File: config.mk
export PLATFORM = sky130hd
export DESIGN_NAME = clk_div_ctrl
export DESIGN_NICKNAME = d
export VERILOG_FILES = /design/src/rtl/clk_div_ctrl.sv
export SDC_FILE = /design/constraint.sdc
export NUM_CORES = 1
export LEC_CHECK = 0
export ABC_AREA = 1
export CAP_MARGIN = 20
export CORE_ASPECT_RATIO = 0.75
export CORE_MARGIN = 5
export CORE_UTILIZATION = 40
export CTS_BUF_LIST = sky130_fd_sc_hd__clkbuf_2
export DETAILED_ROUTE_END_ITERATION = 7
export GPL_TIMING_DRIVEN = 0
export HOLD_SLACK_MARGIN = 0.12
export PLACE_DENSITY = 0.64
export SKIP_LAST_GASP = 1
export SYNTH_ARGS = -nofsm -noshare
export SYNTH_HDL_FRONTEND = slang
export SYNTH_SLANG_ARGS = --single-unit
export TNS_END_PERCENT = 1
File: constraint.sdc
create_clock -name clk -period 2.8 [get_ports clk]
set_input_delay 0.56 -clock clk [delete_from_list [all_inputs] [get_ports clk]]
set_output_delay 0.56 -clock clk [all_outputs]
set_load 0.02 [all_outputs]
File: src/rtl/clk_div_ctrl.sv
// rtl/clk_div_ctrl.sv - programmable clock divider with burst length, graceful stop
// and configuration staged to take effect at half-period boundaries
module clk_div_ctrl #(
   parameter int          WIDTH        = 32,
   parameter int unsigned DEFAULT_HALF = 4999999,
   parameter int          BW           = 16
) (
   input  logic             clk,
   input  logic             rst_n,
   input  logic             start,
   input  logic             stop,
   input  logic             cfg_valid,
   input  logic [WIDTH-1:0] cfg_half,
   input  logic [BW-1:0]    cfg_burst,
   output logic             cfg_ready,
   output logic             clk_out,
   output logic             tick,
   output logic             running,
   output logic             done,
   output logic [BW-1:0]    periods
);

   localparam logic [WIDTH-1:0] RST_HALF = WIDTH'(DEFAULT_HALF);

   typedef enum logic [1:0] {
      IDLE = 2'd0,
      RUN  = 2'd1,
      STOP = 2'd2
   } state_t;

   state_t           state, state_nx;
   logic [WIDTH-1:0] cntr, cntr_nx;
   logic [WIDTH-1:0] act_half, act_half_nx;
   logic [WIDTH-1:0] pend_half, pend_half_nx;
   logic [BW-1:0]    act_burst, act_burst_nx;
   logic [BW-1:0]    pend_burst, pend_burst_nx;
   logic [BW-1:0]    periods_nx, periods_inc;
   logic             pend_flag, pend_flag_nx;
   logic             clk_out_nx, tick_nx, done_nx, running_nx, cfg_ready_nx;
   logic             accept, term, fall, burst_end, to_idle;

   assign periods_inc = periods + 1'b1;

   always_ff @(posedge clk or negedge rst_n) begin
      if (!rst_n) begin
         state      <= IDLE;
         cntr       <= '0;
         clk_out    <= 1'b0;
         tick       <= 1'b0;
         done       <= 1'b0;
         running    <= 1'b0;
         periods    <= '0;
         cfg_ready  <= 1'b1;
         act_half   <= RST_HALF;
         act_burst  <= '0;
         pend_half  <= '0;
         pend_burst <= '0;
         pend_flag  <= 1'b0;
      end else begin
         state      <= state_nx;
         cntr       <= cntr_nx;
         clk_out    <= clk_out_nx;
         tick       <= tick_nx;
         done       <= done_nx;
         running    <= running_nx;
         periods    <= periods_nx;
         cfg_ready  <= cfg_ready_nx;
         act_half   <= act_half_nx;
         act_burst  <= act_burst_nx;
         pend_half  <= pend_half_nx;
         pend_burst <= pend_burst_nx;
         pend_flag  <= pend_flag_nx;
      end
   end

   always_comb begin
      state_nx      = state;
      cntr_nx       = cntr;
      clk_out_nx    = clk_out;
      tick_nx       = 1'b0;
      done_nx       = 1'b0;
      periods_nx    = periods;
      act_half_nx   = act_half;
      act_burst_nx  = act_burst;
      pend_half_nx  = pend_half;
      pend_burst_nx = pend_burst;
      pend_flag_nx  = pend_flag;
      to_idle       = 1'b0;
      accept        = cfg_valid && cfg_ready;
      term          = (state != IDLE) && (cntr == act_half);
      fall          = term && clk_out;
      burst_end     = fall && (act_burst != '0) && (periods_inc == act_burst);

      case (state)
         IDLE: begin
            cntr_nx    = '0;
            clk_out_nx = 1'b0;
            if (start && !stop) begin
               state_nx   = RUN;
               periods_nx = '0;
            end
         end
         RUN, STOP: begin
            if (term) begin
               cntr_nx    = '0;
               clk_out_nx = !clk_out;
               tick_nx    = 1'b1;
            end else begin
               cntr_nx = cntr + 1'b1;
            end
            if (fall) begin
               periods_nx = periods_inc;
            end
            if (state == RUN && stop && !clk_out) begin
               // Stopping in the low phase ends at once; a rise due now is suppressed.
               to_idle    = 1'b1;
               clk_out_nx = 1'b0;
               tick_nx    = 1'b0;
            end else if (fall && (state == STOP || stop || burst_end)) begin
               to_idle = 1'b1;
            end else if (state == RUN && stop) begin
               state_nx = STOP;
            end
         end
         default: state_nx = IDLE;
      endcase

      if (to_idle) begin
         state_nx = IDLE;
         cntr_nx  = '0;
         done_nx  = 1'b1;
      end

      // A staged config lands at a half-period boundary or when the run ends.
      if (pend_flag && (term || to_idle)) begin
         act_half_nx  = pend_half;
         act_burst_nx = pend_burst;
         pend_flag_nx = 1'b0;
      end

      if (accept) begin
         if (state == IDLE || to_idle) begin
            act_half_nx  = cfg_half;
            act_burst_nx = cfg_burst;
         end else begin
            pend_half_nx  = cfg_half;
            pend_burst_nx = cfg_burst;
            pend_flag_nx  = 1'b1;
         end
      end

      running_nx   = (state_nx != IDLE);
      cfg_ready_nx = !pend_flag_nx;
   end

endmodule

==> flow_summary.toml, run 1 <==
[run_status]
status = "finished, final reports clean"

[grt]
grt_overflow = 0
grtUsageTotal_pct = 20.29
grt_max_degree = 82
grt_pass1_vias = 7182
antenna_found_initial = 1
grt_pass1_wl_um = 38460

[floorplanning]
pin_count = 74
die_h_um = 136.2
start_util_pct = 40.41
die_area_um2 = 24260
core_area_um2 = 21010
die_w_um = 178.2
rows = 46

[synth]
yosys_warnings = 0
synth-seq-area-share_pct = 45.02
ys_types = 41
syn_nets = 1180
synth_cells = 1120
ys.flop_type = "dfrtp_1"
async_flop_share_pct = 100.0
ys_ff_latch = 152
syn-cell-area_um2 = 8488
syn_area_per_cell_um2 = 7.579
synth_edf_count = 0

[pwr]
combinationalPowerShare_pct = 42.2
pwr-share-seq_pct = 42.1
swShare_pct = 42.02
power_density_nw_per_um2 = 818.2
p_clk_share_pct = 15.7
p_int_mw = 4.803
ir_worst_vdd_mv = 0.2983
p_leak_nw = 4.868
fin_total_pwr_mw = 8.283
switching_power_mw = 3.480

[worst_setup_path]
required_ns = 3.47
crit_start = "state[1]"
crit_fanout = 10
worstSetupPathType = "flop to flop"
end_kind = "flop"
reg2reg_from = "state[1]"
critPathLaunchType = "flop"
reg2reg_slack_ns = 0.08
crit_arrival_ns = 3.39

[clock_tree]
cts_buffers = 17
insertion_delay_ns = 0.71
clockRootBuffer = "clkbuf_2"
htree_num_levels = 4
cts.sinks = 152
clock_path_buffers = 2
clkTransAtPathRegs_ns = 0.22
cts_tree = "built"

[drt]
drtIter0Drc = 703
first_pass_iters = 5
antenna_left = 0
vias_per_cell = 5.054
vias = 7728
drt-wirelength-per-cell_um = 15.92
drc_errors = 0
finalWirelength_um = 24340

[placed_design]
hpwl_um = 17500
postPlaceCellArea_um2 = 9608
io_buffers = 73
place.gp.congestion = 0.9264

[job]
drv_cap = 0

[timing]
rsz0062_at_grt = "yes"
fin_crit_sh_pct = 97.22
timing.final.crit_period_ns = 2.722
slew_headroom_pct = 52.70
slew_viol_final = 0
hold_viol_final = 0
setup-violations-final = 0
worst_slew_pin_slew_ns = 0.7095
tns_ns = 0
fmax_mhz = 367.4
hold_ws_ns = 0.3492
clock-skew-final_ns = 0.02293

[cells_and_area]
nets = 1287
area_delta_synth_final_pct = 19.27
layout-drive-gt1-share_pct = 11.85
postLayoutCellArea_um2 = 10120

[min_path]
hold_path_startpoint = "cfg_half[18]"
hp-class = "primary input to flop"
-- cells in the mapped netlist, types with 16 or more instances --
cell,count,share of area (%)
nand2_1,322,14
o21ai_1,33,1.9
nand3_1,95,5.6
nand4_1,20,1.5
a21oi_1,16,0.94
inv_1,153,6.8
xor2_1,29,3.0
dfrtp_1,138,41
clkbuf_1,25,1.1
nor2_1,69,3.1
o22ai_1,26,1.9
o21ai_0,64,3.8
-- routing by layer --
metal / GRT usage [%] / vias to the layer above / routed length (um)
li1: - / 3819 / -
met1: 31.38 / 3647 / 12350
met2: 28.53 / 240 / 9976
met3: 4.698 / 22 / 1735
met4: 4.900 / 0 / 286
met5: 0 / - / 0
-- cells in the final DEF, fill, tap and decap left out, types with 3 or more instances in the layout --
cell	n
o21ai_2	15
nand2_1	320
nor2_4	5
nand4_1	20
o31ai_1	9
bufinv_16	3
o2111ai_1	4
nand3_1	93
dfrtp_2	6
nor4_1	3
nor3_1	13
xor2_1	29
clkbuf_4	3
nor2_2	4
buf_4	14
o22ai_1	26
o21ai_0	63
nand2_4	3
clkinv_1	5
clkbuf_2	35
ha_1	5
buf_2	5
xnor2_1	8
clkbuf_1	9
dfstp_2	14
o21ai_1	34
inv_1	152
clkinv_2	4
nand2_2	7
a21oi_1	16
buf_6	10
or2_2	3
clkdlybuf4s50_1	72
nor2_1	67
dfrtp_1	132
-- area by class of cell --
class / count / area [um^2]
multi-input combinational: 769 / 3941
inverter: 156 / 586.8
clock inverter: 11 / 131.4
tap: 288 / 360.3
timing repair buffer: 88 / 867.1
buffer: 43 / 300.3
fill: 2090 / 10880
antenna: 1 / 2.502
sequential: 152 / 3829
clock buffer: 21 / 105.1
-- flip-flops by register name, indices dropped and copies added (netlist names) --
signal / cells
act_half: 32
cntr: 32
pend_half: 32
act_burst: 16
pend_burst: 16
periods: 16
state: 2
cfg_ready: 1
clk_out: 1
done: 1
pend_flag: 1
running: 1
tick: 1
-- cells by family (layout without fill, tap and decap cells) --
group	after synthesis	count (layout)	synth area share, %
AO/OA/AOI/OAI	175	175	12.04
other	0	1	0
XOR/XNOR	39	39	4.363
flip-flops	152	152	45.02
buffers and inverters	200	319	9.891
adder cells (fa/ha/maj)	7	7	1.032
AND/OR/NAND/NOR	547	548	27.65
-- path summary, 6_finish.rpt --
check,endpoint,cells past startpoint
max in group asynchronous,act_half[22],3
setup / recovery,act_half[22],10
min in group asynchronous,pend_half[4],2
setup reg to reg,act_half[22],10
hold reg to reg,pend_half[0],2
hold / removal,act_half[18],3
-- worst max-delay path, stage by stage, from the launching register on --
cell	delay, ns
dfrtp_2	0.46
inv_1	0.08
ha_2	0.31
buf_2	0.20
clkinv_2	0.26
o31ai_4	0.46
clkbuf_1	0.55
nand3_1	0.14
nand2_1	0.10
nand2_1	0.06
o21ai_2	0.05
-- stage by stage --
| step | cells | util [%] | setup slack [ns] |
|---|---|---|---|
| 6_report | 1529 | 48.19 | 0.07797 |
| 5_1_grt | 1529 | 48.19 | -0.09753 |
| 4_1_cts | 1516 | 47.14 | -0.07397 |
| 3_5_place_dp | 1482 | 45.74 | -0.7210 |
| 3_3_place_gp | 1481 | 45.60 | -5.248 |
| 2_1_floorplan | 1120 | - | 0.3527 |
-- power by group through the flow --
stage	clock (mW)	combinational, mW	sequential (mW)
after floorplan	0	2.28	3.40
after global placement	0	3.18	3.51
final	1.30	3.50	3.49
after CTS	1.34	3.30	3.47
after global routing	1.42	3.90	3.58
after detailed placement	0	3.24	3.51
-- timing repair --
action                                  in CTS  in global routing
hold buffers                                 1                  0
pin swaps                                    0                  8
gates resized for setup                     17                 50
buffers inserted                             1                 12
cloned                                       0                  1
endpoints found under the hold margin       61                  0
endpoints found under the setup margin     140                138
No activity file was read; power rests on OpenSTA's default activity.
==> run 2: changes to the inputs <==
CORE_MARGIN = default   (was 5)
==> run 2 against run 1 <==
  * Non-clock buffer count decreased by 4
  * Critical path depth increased by 1
  * Die area decreased by 10%
  * Largest cell class unchanged
  * Highest routed layer unchanged
  * Wire length decreased by 1.4%
  * Largest power group is now sequential cells
  * Via count decreased by 0.65%
  * Hold slack got worse by 0.10 ns
  * Clock power increased by 10%
  * Setup slack got worse by 0.070 ns
  * Register-to-register slack got worse by 0.07 ns
==> flow_summary.toml, run 2 (same netlist as run 1, synthesis figures left out) <==
[pwr]
ir_worst_vdd_mv = 0.2777
power_density_nw_per_um2 = 827.6
p_leak_nw = 4.854
fin_total_pwr_mw = 8.347

[floorplanning]
die_h_um = 128.2
pin_count = 74
die_area_um2 = 21810
rows = 45
core_area_um2 = 20490
start_util_pct = 41.42
die_w_um = 170.2

[drt]
finalWirelength_um = 24010
drtIter0Drc = 745
vias_per_cell = 5.051
first_pass_iters = 5
drt-wirelength-per-cell_um = 15.79
drc_errors = 0
vias = 7678
antenna_left = 0

[placed_design]
place.gp.congestion = 0.9057
io_buffers = 73
hpwl_um = 17160
dp_cells = 1476

[timing]
rsz0062_at_grt = "yes"
slew_viol_final = 0
clock-skew-final_ns = 0.03045
fin_crit_sh_pct = 99.71
setup-violations-final = 0
timing.final.crit_period_ns = 2.792
worst_slew_pin_slew_ns = 0.7095
slew_headroom_pct = 52.70
fmax_mhz = 358.2
hold_viol_final = 0

[clock_tree]
cts_buffers = 17
clockRootBuffer = "clkbuf_2"
cts.sinks = 152
clkTransAtPathRegs_ns = 0.23
clock_path_buffers = 2
cts_tree = "built"
insertion_delay_ns = 0.74
htree_num_levels = 4

[grt]
grt_pass1_vias = 7176
grtUsageTotal_pct = 23.07
grt_overflow = 0
grt_pass1_wl_um = 38720
antenna_found_initial = 1
grt_max_degree = 113

[worst_setup_path]
r2r-end = "act_half[3]"
end_kind = "flop"
crit_arrival_ns = 3.46
r2r_cells = 11
required_ns = 3.46
critPathLaunchType = "flop"
crit_start = "state[1]"
worstSetupPathType = "flop to flop"
crit_fanout = 10
reg2reg_from = "state[1]"
reg2reg_slack_ns = 0.008

[min_path]
hp-class = "primary input to async pin"

[cells_and_area]
stdcell_count = 1520
nets = 1283
layout_commonest_cell = "nand2_1"
area_delta_synth_final_pct = 18.82
mostFrequentLayoutCells = "nand2_1 (319), inv_1 (152), dfrtp_1 (133)"
top_regs = "act_half (32), cntr (32), pend_half (32)"
layout-drive-gt1-share_pct = 11.41

[run_status]
status = "finished, final reports clean"

[job]
drv_cap = 0
run 2: stage by stage:
step           utilization, %  TNS (ns)  hold WS (ns)  setup slack [ns]  area (um^2)
2_1_floorplan               -         0        0.2644            0.3527         8488
3_3_place_gp            46.70   -812.93        0.4693            -5.271         9572
3_5_place_dp            46.86    -46.17        0.4727           -0.7114         9604
4_1_cts                 48.42    -6.667        0.2172           -0.1283         9925
5_1_grt                 49.21    -5.188        0.2134           -0.1028        10090
6_report                49.21         0        0.2491          0.008108        10090
run 2: how the worst max path moves through the flow:
stage	end	slack (ns)	cells after the start
floorplan	act_burst[4]	0.35	22
global placement	pend_half[24]	-5.27	1
detailed placement	cntr[7]	-0.71	9
CTS	periods[10]	-0.13	14
global route	act_half[30]	-0.10	22
finish	act_half[3]	0.008	11
run 2: final cells by class:
| type | instances | area (um^2) |
|---|---|---|
| fillers | 2089 | 10410 |
| multi-input cells | 769 | 3913 |
| inverters | 156 | 586.8 |
| flip-flops and latches | 152 | 3827 |
| plain buffers | 44 | 294.0 |
| clock buffers | 19 | 95.09 |
| well taps | 282 | 352.8 |
| diodes | 2 | 5.005 |
| clock inverters | 13 | 178.9 |
| repair buffers | 83 | 833.3 |
run 2: where the power goes:
| group | total (mW) | internal, mW | switching [mW] |
|---|---|---|---|
| combinational | 3.43 | 1.29 | 2.14 |
| sequential | 3.48 | 2.97 | 0.506 |
| clock | 1.43 | 0.589 | 0.844 |
| total | 8.35 | 4.86 | 3.49 |
run 2: routing by layer:
layer  vias up  wire length [um]  track usage [%]
met1      3630             12500            36.11
met3        13              1499            4.137
li1       3815                 -                -
met4         0               171            4.769
met5         -                 0                0
met2       220              9835            32.67
run 2: what timing repair did:
action	CTS	global route
buffers inserted	0	8
hold buffers	1	0
cloned	0	1
pin swaps	0	5
resized for setup	17	39
setup endpoints to repair	146	140
endpoints found under the hold margin	74	0
run 2: critical path, stage by stage, from the launching register on:
cell      delay [ns]
dfrtp_1         0.49
inv_1           0.09
ha_2            0.31
buf_2           0.19
clkinv_2        0.24
o31ai_4         0.48
buf_4           0.31
clkbuf_4        0.28
nand3_1         0.09
nand2_1         0.09
nand2_1         0.05
o21ai_0         0.09
==> run 3: changes to the inputs <==
CORE_UTILIZATION = 47   (was 40)
CTS_BUF_LIST = sky130_fd_sc_hd__clkbuf_4 sky130_fd_sc_hd__clkbuf_8   (was sky130_fd_sc_hd__clkbuf_2)
GPL_ROUTABILITY_DRIVEN = 0   (was default)
PLACE_DENSITY = 0.72   (was 0.64)
==> run 3 against run 2 <==
  * Final area is 0.86% higher
  * Die area is 15% lower
  * Setup slack better by 0.071 ns
  * Hold slack improved by 0.24 ns
  * Clock skew down 0.017 ns
  * Utilization up 8.4 points
  * Fmax rose by 2.6%
  * Critical path type unchanged
  * Critical endpoint is now act_half[1]
==> flow_summary.toml, run 3 (same netlist as run 1, synthesis figures left out) <==
[grt]
antenna_found_initial = 0
grt_overflow = 0
grt_max_degree = 93
grt_pass1_wl_um = 37270
grtUsageTotal_pct = 26.33
grt_pass1_vias = 7200

[cells_and_area]
layout-drive-gt1-share_pct = 11.43
top_regs = "act_half (32), cntr (32), pend_half (32)"
postLayoutCellArea_um2 = 10170
antenna_cells = 0
layout_commonest_cell = "nand2_1"
area_delta_synth_final_pct = 19.84
register_area_um2 = 3829
mostFrequentLayoutCells = "nand2_1 (320), inv_1 (152), dfrtp_1 (132)"
multi_input_comb_area_um2 = 3904
nets = 1281
fillCellCount = 1667

[floorplanning]
die_area_um2 = 18610
die_h_um = 118.4
rows = 42
pin_count = 74
core_area_um2 = 17660
die_w_um = 157.2
start_util_pct = 48.07

[job]
drv_cap = 0

[worst_setup_path]
path_common_cell = "nand2_1"
reg2reg_from = "cntr[19]"
r2r_cells = 14
critPathMaxStageDelay_ns = 0.42
crit_arrival_ns = 3.12
worst-path-buf-inv = 3
required_ns = 3.20
crit_fanout = 10
worstSetupPathType = "flop to flop"
crit_chain = "inv_1 > or2_2 > o2111ai_1 > nor3_2 > nand2_1 > nor2_2 > nand2_1 > o31ai_4 > buf_4 > buf_2 > nand3_1 > nand2_1 > nand2_1 > o21ai_0"
end_kind = "flop"
critPathLaunchType = "flop"
crit_family = "simple AND/OR/NAND/NOR gates"
r2r-end = "act_half[1]"
cpMaxStageDelayCell = "dfrtp_1"
reg2reg_slack_ns = 0.08

[drt]
drc_errors = 0
finalWirelength_um = 23320
vias = 7769
first_pass_iters = 5
drt-wirelength-per-cell_um = 15.80
drtIter0Drc = 805
vias_per_cell = 5.264
antenna_left = 0

[placed_design]
postPlaceCellArea_um2 = 9550
place_ws_ns = -0.6458
io_buffers = 73
hpwl_um = 16620

[timing]
timing.final.crit_period_ns = 2.720
hold_ws_ns = 0.4891
rsz0062_at_grt = "yes"
slew_headroom_pct = 53.62
fmax_mhz = 367.6
clock-skew-final_ns = 0.01323
tns_ns = 0
slew_viol_final = 0
worst_slew_pin_slew_ns = 0.6958
hold_viol_final = 0
fin_crit_sh_pct = 97.16
setup_slack_ns = 0.07954
setup-violations-final = 0

[clock_tree]
clockRootBuffer = "clkbuf_8"
clock_path_buffers = 2
cts.sinks = 152
clkTransAtPathRegs_ns = 0.09
htree_num_levels = 4
insertion_delay_ns = 0.48
cts_tree = "built"
cts_buffers = 17

[pwr]
switching_power_mw = 3.501
power_density_nw_per_um2 = 867.4
pwr-share-seq_pct = 39.6
p_leak_nw = 4.913
combinationalPowerShare_pct = 38.8
ir_worst_vdd_mv = 0.3406
p_clk_share_pct = 21.7
p_int_mw = 5.323
swShare_pct = 39.67

[min_path]
hp-class = "flop to flop"
min_to = "pend_half[6]"
hold_path_startpoint = "pend_half[6]"
holdPathStages = 2

[run_status]
status = "finished, final reports clean"
run 3: worst max-delay path by stage:
stage	startpoint	to	slack, ns	cells past startpoint
floorplan	periods[0]	act_burst[4]	0.35	22
global placement	rst_n	pend_half[20]	-5.11	1
detailed placement	state[0]	cntr[15]	-0.65	9
CTS	periods[0]	act_half[6]	-0.11	19
global route	cntr[19]	act_burst[4]	-0.11	17
finish	cntr[19]	act_half[1]	0.08	14
run 3: cell type report:
class | instances | share of cell area (%)
Multi-Input combinational cell | 768 | 38.38
Sequential cell | 152 | 37.64
Timing Repair Buffer | 82 | 8.081
Inverter | 156 | 5.769
Tap cell | 242 | 2.977
Clock buffer | 24 | 2.940
Buffer | 44 | 2.804
Clock inverter | 8 | 1.415
run 3: power by group through the flow:
stage | registers [mW] | clock network [mW] | logic, mW
after floorplan | 3.40 | 0 | 2.28
after global placement | 3.49 | 0 | 3.14
after detailed placement | 3.50 | 0 | 3.23
after CTS | 3.47 | 1.93 | 3.27
after global routing | 3.57 | 2.03 | 3.84
final | 3.49 | 1.91 | 3.42
run 3: per-layer routing:
layer | global-route usage [%] | vias to the layer above | part of all wire, %
li1 | - | 3797 | -
met1 | 39.82 | 3654 | 49
met2 | 36.23 | 293 | 41
met3 | 7.957 | 25 | 8.6
met4 | 6.675 | 0 | 1.3
met5 | 0 | - | 0
run 3: worst reg2reg max path: stages (launching register included):
cell,delay (ns)
dfrtp_1,0.42
inv_1,0.16
or2_2,0.13
o2111ai_1,0.14
nor3_2,0.26
nand2_1,0.14
nor2_2,0.17
nand2_1,0.14
o31ai_4,0.12
buf_4,0.28
buf_2,0.30
nand3_1,0.14
nand2_1,0.11
nand2_1,0.05
o21ai_0,0.07
run 3: what timing repair did:
action	4_1_cts	5_1_grt
cloned	0	0
pin swaps	0	4
endpoints found under the setup margin	135	135
hold endpoints to repair	54	0
hold buffers	1	0
buffers inserted	0	7
resized for setup	9	44
run 3: metrics by stage:
step                total power [mW]  instances  utilization (%)
floorplan                      5.678       1120                -
global placement               6.636       1435            53.93
detailed placement             6.731       1436            54.09
CTS                            8.666       1469            56.77
global route                   9.443       1476            57.61
finish                         8.824       1476            57.61
